### config.mk
export PLATFORM = sky130hd
export DESIGN_NAME = instr_fetch_ctrl
export DESIGN_NICKNAME = d
export VERILOG_FILES = /design/src/rtl/instr_fetch_ctrl.sv
export SDC_FILE = /design/constraint.sdc
export NUM_CORES = 1
export LEC_CHECK = 0
export ABC_AREA = 1
export ABC_CLOCK_PERIOD_IN_PS = 3500
export CORE_UTILIZATION = 52
export CTS_CLUSTER_DIAMETER = 40
export DETAILED_ROUTE_END_ITERATION = 6
export PLACE_DENSITY = 0.85
export SYNTH_ARGS = -nofsm -noshare
export SYNTH_HDL_FRONTEND = slang
export SYNTH_SLANG_ARGS = --single-unit
export TNS_END_PERCENT = 10
### constraint.sdc
create_clock -name clk -period 3.5 [get_ports clk]
set_input_delay 0.875 -clock clk [delete_from_list [all_inputs] [get_ports clk]]
set_output_delay 0.875 -clock clk [all_outputs]
set_load 0.02 [all_outputs]
### src/rtl/instr_fetch_ctrl.sv
// instr_fetch_ctrl: PC sequencer feeding decode over valid/ready with redirect and delivery count.
// Define IFETCH_WRAP_EN to loop the program instead of draining to DONE.
module instr_fetch_ctrl #(
    parameter int unsigned       ADDR_W     = 8,
    parameter int unsigned       DATA_W     = 8,
    parameter logic [ADDR_W-1:0] RESET_PC   = 8'd0,
    parameter int unsigned       PROG_DEPTH = 6
) (
    input  logic              clk,
    input  logic              rst_n,
    input  logic              start,
    input  logic              redirect_valid,
    input  logic [ADDR_W-1:0] redirect_addr,
    output logic [ADDR_W-1:0] instruction_address,
    input  logic [DATA_W-1:0] instruction_data,
    output logic              inst_valid,
    output logic [DATA_W-1:0] inst_data,
    output logic [ADDR_W-1:0] inst_pc,
    input  logic              inst_ready,
    output logic              busy,
    output logic              done,
    output logic              err,
    output logic [7:0]        fetch_count
);
    typedef enum logic [1:0] {IDLE, RUN, DRAIN, DONE} state_t;

    localparam logic [ADDR_W-1:0] LAST_PC = RESET_PC + ADDR_W'(PROG_DEPTH - 1);

    state_t            state_q;
    logic [ADDR_W-1:0] pc_q;
    logic [ADDR_W-1:0] pc_d;
    logic [ADDR_W-1:0] inst_pc_q;
    logic [DATA_W-1:0] inst_data_q;
    logic              inst_valid_q;
    logic              busy_q;
    logic              done_q;
    logic              err_q;
    logic [7:0]        fetch_count_q;
    logic [ADDR_W-1:0] rel;
    logic              hs;
    logic              slot_free;
    logic              at_last;
    logic              in_range;

    assign hs        = inst_valid_q && inst_ready;
    assign slot_free = !inst_valid_q || inst_ready;
    assign at_last   = pc_q == LAST_PC;
    assign rel       = redirect_addr - RESET_PC;
    assign in_range  = {1'b0, rel} < (ADDR_W + 1)'(PROG_DEPTH);
`ifdef IFETCH_WRAP_EN
    assign pc_d = at_last ? RESET_PC : pc_q + ADDR_W'(1);
`else
    // PC parks on the last word; DRAIN/DONE never fetch again
    assign pc_d = at_last ? pc_q : pc_q + ADDR_W'(1);
`endif

    always_ff @(posedge clk or negedge rst_n) begin
        if (!rst_n) begin
            state_q       <= IDLE;
            pc_q          <= RESET_PC;
            inst_valid_q  <= 1'b0;
            inst_data_q   <= '0;
            inst_pc_q     <= '0;
            busy_q        <= 1'b0;
            done_q        <= 1'b0;
            err_q         <= 1'b0;
            fetch_count_q <= '0;
        end else begin
            if (hs && fetch_count_q != 8'hFF) fetch_count_q <= fetch_count_q + 8'd1;
            case (state_q)
                IDLE, DONE: begin
                    if (start) begin
                        state_q       <= RUN;
                        pc_q          <= RESET_PC;
                        err_q         <= 1'b0;
                        fetch_count_q <= '0;
                        busy_q        <= 1'b1;
                        done_q        <= 1'b0;
                    end
                end
                RUN, DRAIN: begin
                    if (redirect_valid && in_range) begin
                        state_q      <= RUN;
                        pc_q         <= redirect_addr;
                        inst_valid_q <= 1'b0;
                    end else begin
                        if (redirect_valid) err_q <= 1'b1;
                        if (slot_free && state_q == RUN) begin
                            inst_data_q  <= instruction_data;
                            inst_pc_q    <= pc_q;
                            inst_valid_q <= 1'b1;
                            pc_q         <= pc_d;
`ifndef IFETCH_WRAP_EN
                            if (at_last) state_q <= DRAIN;
`endif
                        end else if (slot_free) begin
                            inst_valid_q <= 1'b0;
                            state_q      <= DONE;
                            busy_q       <= 1'b0;
                            done_q       <= 1'b1;
                        end
                    end
                end
            endcase
        end
    end

    assign instruction_address = pc_q;
    assign inst_valid          = inst_valid_q;
    assign inst_data           = inst_data_q;
    assign inst_pc             = inst_pc_q;
    assign busy                = busy_q;
    assign done                = done_q;
    assign err                 = err_q;
    assign fetch_count         = fetch_count_q;
endmodule
==> key figures <==
Status
  – Status: completed

Yosys
  – FF+latch count, synth: 38
  – Top cells by area, synth: dfrtp_1, nand2_1, nand3_1, inv_1, nor2_1
  – Commonest cells post-synth: nand2_1, dfrtp_1, nand3_1
  – Main synth FF type: dfrtp_1
  – Post-synthesis cell area: 0.00210 mm^2
  – Top-count cell post-synth: nand2_1
  – Leading area contributor after synthesis: dfrtp_1
  – Sequential-to-total area share from yosys stat: 45.2%
  – Syn nets: 290
  – Avg Cell Area, Syn: 7.94 um^2
  – Post-synth EDFFs: 0
  – Synth top area share: 45.2%
  – Syn Inst Count: 265
  – Yosys warns: 0
  – Yosys cell types: 28
  – Asr flop ratio synth: 100%

Power and ir drop
  – Switch Pwr: 999 uW
  – Internal Power: 1160 uW
  – Clk pwr share: 12.8%
  – Lkg Pwr: 0.00131 uW
  – PwrDens: 786 mW/mm^2
  – Logic gate share of total power: 55.9%
  – Overall power: 2160 uW
  – Sw frac: 46.3%
  – Worst VDD drop: 0.413 mV
  – Sequential share of power: 31.4%

Worst setup path
  – Cell family with most CP delay: buffers and inverters
  – Flop2flop setup slack: 1.74 ns
  – Cells along the critical path: clkdlybuf4s50_1
  – Slowest CP cell: clkdlybuf4s50_1
  – Critical Path Fanout Max: 7
  – RR Startpoint: state_q[0]$_DFFE_PN0P_
  – Setup Crit Path Kind: flip-flop to primary output
  – Worst Path Required: 2.62 ns
  – Reg2reg end: state_q[0]$_DFFE_PN0P_
  – Setup crit start: instruction_address[0]$_DFFE_PN0P_
  – Slowest stage delay, CP: 0.67 ns
  – Worst Path Arrival: 1.45 ns
  – Worst path buffer plus inverter count: 1
  – CP Capture Type: primary output
  – Startpoint types: flip-flop
  – CP endpoint: instruction_address[0]
  – Crit path depth: 1
  – R2R depth: 5

Placement
  – Final GP Congestion: 0.788
  – Dpl hpwl: 3.29 mm
  – Number of port buffers: 56

Clocking
  – H-tree depth: 2
  – TritonCTS clock tree: built
  – Worst-path clk slew: 0.07 ns
  – CTS max path bufs: 2
  – # hold bufs at CTS: 0
  – CTS Root Cell: clkbuf_8
  – CTS sink cnt: 38
  – Post_cts resized: 0
  – Worst-Skew Late Latency: 0.28 ns
  – Post-CTS Setup Inserts: 0
  – Number of CTS-inserted buffers: 5

Timing
  – Setup Viol. Count Final: 0
  – Unrepaired setup endpoints after global routing: no
  – Setup TNS: 0 ns
  – Fin. Hold Viols: 0
  – Min cycle time layout: 2.33 ns
  – Fin. max-slew vios: 0
  – Final clock skew: 0.00837 ns
  – Max Clk Rate: 429 MHz
  – Part of the cycle the worst path needs: 66.6%
  – Slew @ Worst Pin: 0.814 ns
  – Rel. slew slack: 45.7%

Cells and area
  – Filler Cells Inserted: 316
  – Layout cells sized above 1: 12.4%
  – Layout Nets: 348
  – Register area: 951 um^2
  – ANT cells: 0
  – Footprint of the multi-input gates: 0.00100 mm^2
  – Area growth syn-to-layout: 30.7%

Route
  – Total number of vias: 1899
  – Initial DRC Count: 212
  – WL/cell: 11.8 um
  – Iteration count of the initial detailed-routing pass: 4
  – Detailed-route DRC error count: 0
  – Final WL: 4.39 mm
  – Routed Antenna Nets: 0
  – Via/cell ratio: 5.12

GRT
  – Largest net degree at the start of global routing: 39
  – First-pass GRT wire length: 7.60 mm
  – Initial antenna violation count: 0
  – Gr ovfl total: 0
  – Vias in the first global route: 1741
  – GRT Overall Usage: 23.3%

Die
  – Top-level port count: 57
  – Starting Density: 55.8%
  – Placement row count: 22
  – Die height: 65.6 um
  – Die width: 65.6 um
  – Core Area: 0.00377 mm^2
  – Die area: 0.00430 mm^2

Hold path
  – Worst min path class: flip-flop to flip-flop

Run
  – Max-cap viol count: 0
-- stage by stage --
stage / setup WS (ns) / instance area (um^2) / hold slack (ns) / utilization, % / instances
floorplan: 1.78 / 2100 / 0.442 / - / 265
global placement: 1.11 / 2670 / 0.457 / 70.8 / 364
detailed placement: 1.07 / 2670 / 0.466 / 70.8 / 364
CTS: 1.18 / 2750 / 0.483 / 72.9 / 371
global route: 1.14 / 2750 / 0.510 / 72.9 / 371
finish: 1.17 / 2750 / 0.479 / 72.9 / 371
-- per-layer routing --
layer / up-vias / track usage (%) / part of all wire, %
li1: 956 / - / -
met1: 876 / 30.5 / 46
met2: 61 / 37.6 / 48
met3: 6 / 6.42 / 4.9
met4: 0 / 6.79 / 0.77
met5: - / 0 / 0
-- registers in the layout (all words and copies together) (netlist names) --
name                 count
busy                     1
done                     1
err                      1
fetch_count              8
inst_data                8
inst_pc                  8
inst_valid               1
instruction_address      8
state_q                  2
-- logic make-up after synthesis --
| group | after synthesis | share of synthesized area [%] |
|---|---|---|
| and+or+nand+nor | 157 | 34.6 |
| xor gates and xnor gates | 3 | 1.25 |
| buffers and inverters | 32 | 7.14 |
| AOI/OAI and AO/OA | 31 | 9.46 |
| DFF | 38 | 45.2 |
| adders and majority gates | 4 | 2.38 |
-- power by group through the flow --
stage / Combinational [uW] / Clock (uW) / Sequential [uW]
after detailed placement: 1220 / 0 / 683
after CTS: 1220 / 281 / 677
after global routing: 1340 / 304 / 695
final: 1210 / 275 / 678
after global placement: 1190 / 0 / 683
after floorplan: 740 / 0 / 805
-- layout by cell type, fill, tap and decap left out, drive strengths merged --
cell type      count
nand2            100
nand3b             2
clkdlybuf4s50     55
xnor2              1
nor2              23
a22oi              1
a21oi             12
xor2               2
clkinv             2
inv               27
o21ai             17
a31o               1
nand4              2
ha                 4
nand3             25
dfrtp             38
buf                1
nor3               5
clkbuf             5
-- how the worst min path moves through the flow --
stage / startpoint / to / slack, ns / cells past startpoint
final: inst_data[1]$_DFFE_PN0P_ / inst_data[1]$_DFFE_PN0P_ / 0.48 / 2
after floorplan: state_q[1]$_DFFE_PN0P_ / state_q[1]$_DFFE_PN0P_ / 0.44 / 2
after CTS: inst_data[5]$_DFFE_PN0P_ / inst_data[5]$_DFFE_PN0P_ / 0.48 / 2
after detailed placement: inst_data[5]$_DFFE_PN0P_ / inst_data[5]$_DFFE_PN0P_ / 0.47 / 2
after global placement: inst_data[4]$_DFFE_PN0P_ / inst_data[4]$_DFFE_PN0P_ / 0.46 / 2
after global routing: inst_data[5]$_DFFE_PN0P_ / inst_data[5]$_DFFE_PN0P_ / 0.51 / 2
-- layout make-up --
type / instances / share of cell area (%)
Tap cell: 48 / 2.18
Timing Repair Buffer: 56 / 20.2
Clock buffer: 5 / 2.50
Inverter: 27 / 3.69
Multi-Input combinational cell: 195 / 36.5
Sequential cell: 38 / 34.6
Clock inverter: 2 / 0.364
No activity file was read; power rests on OpenSTA's default activity.
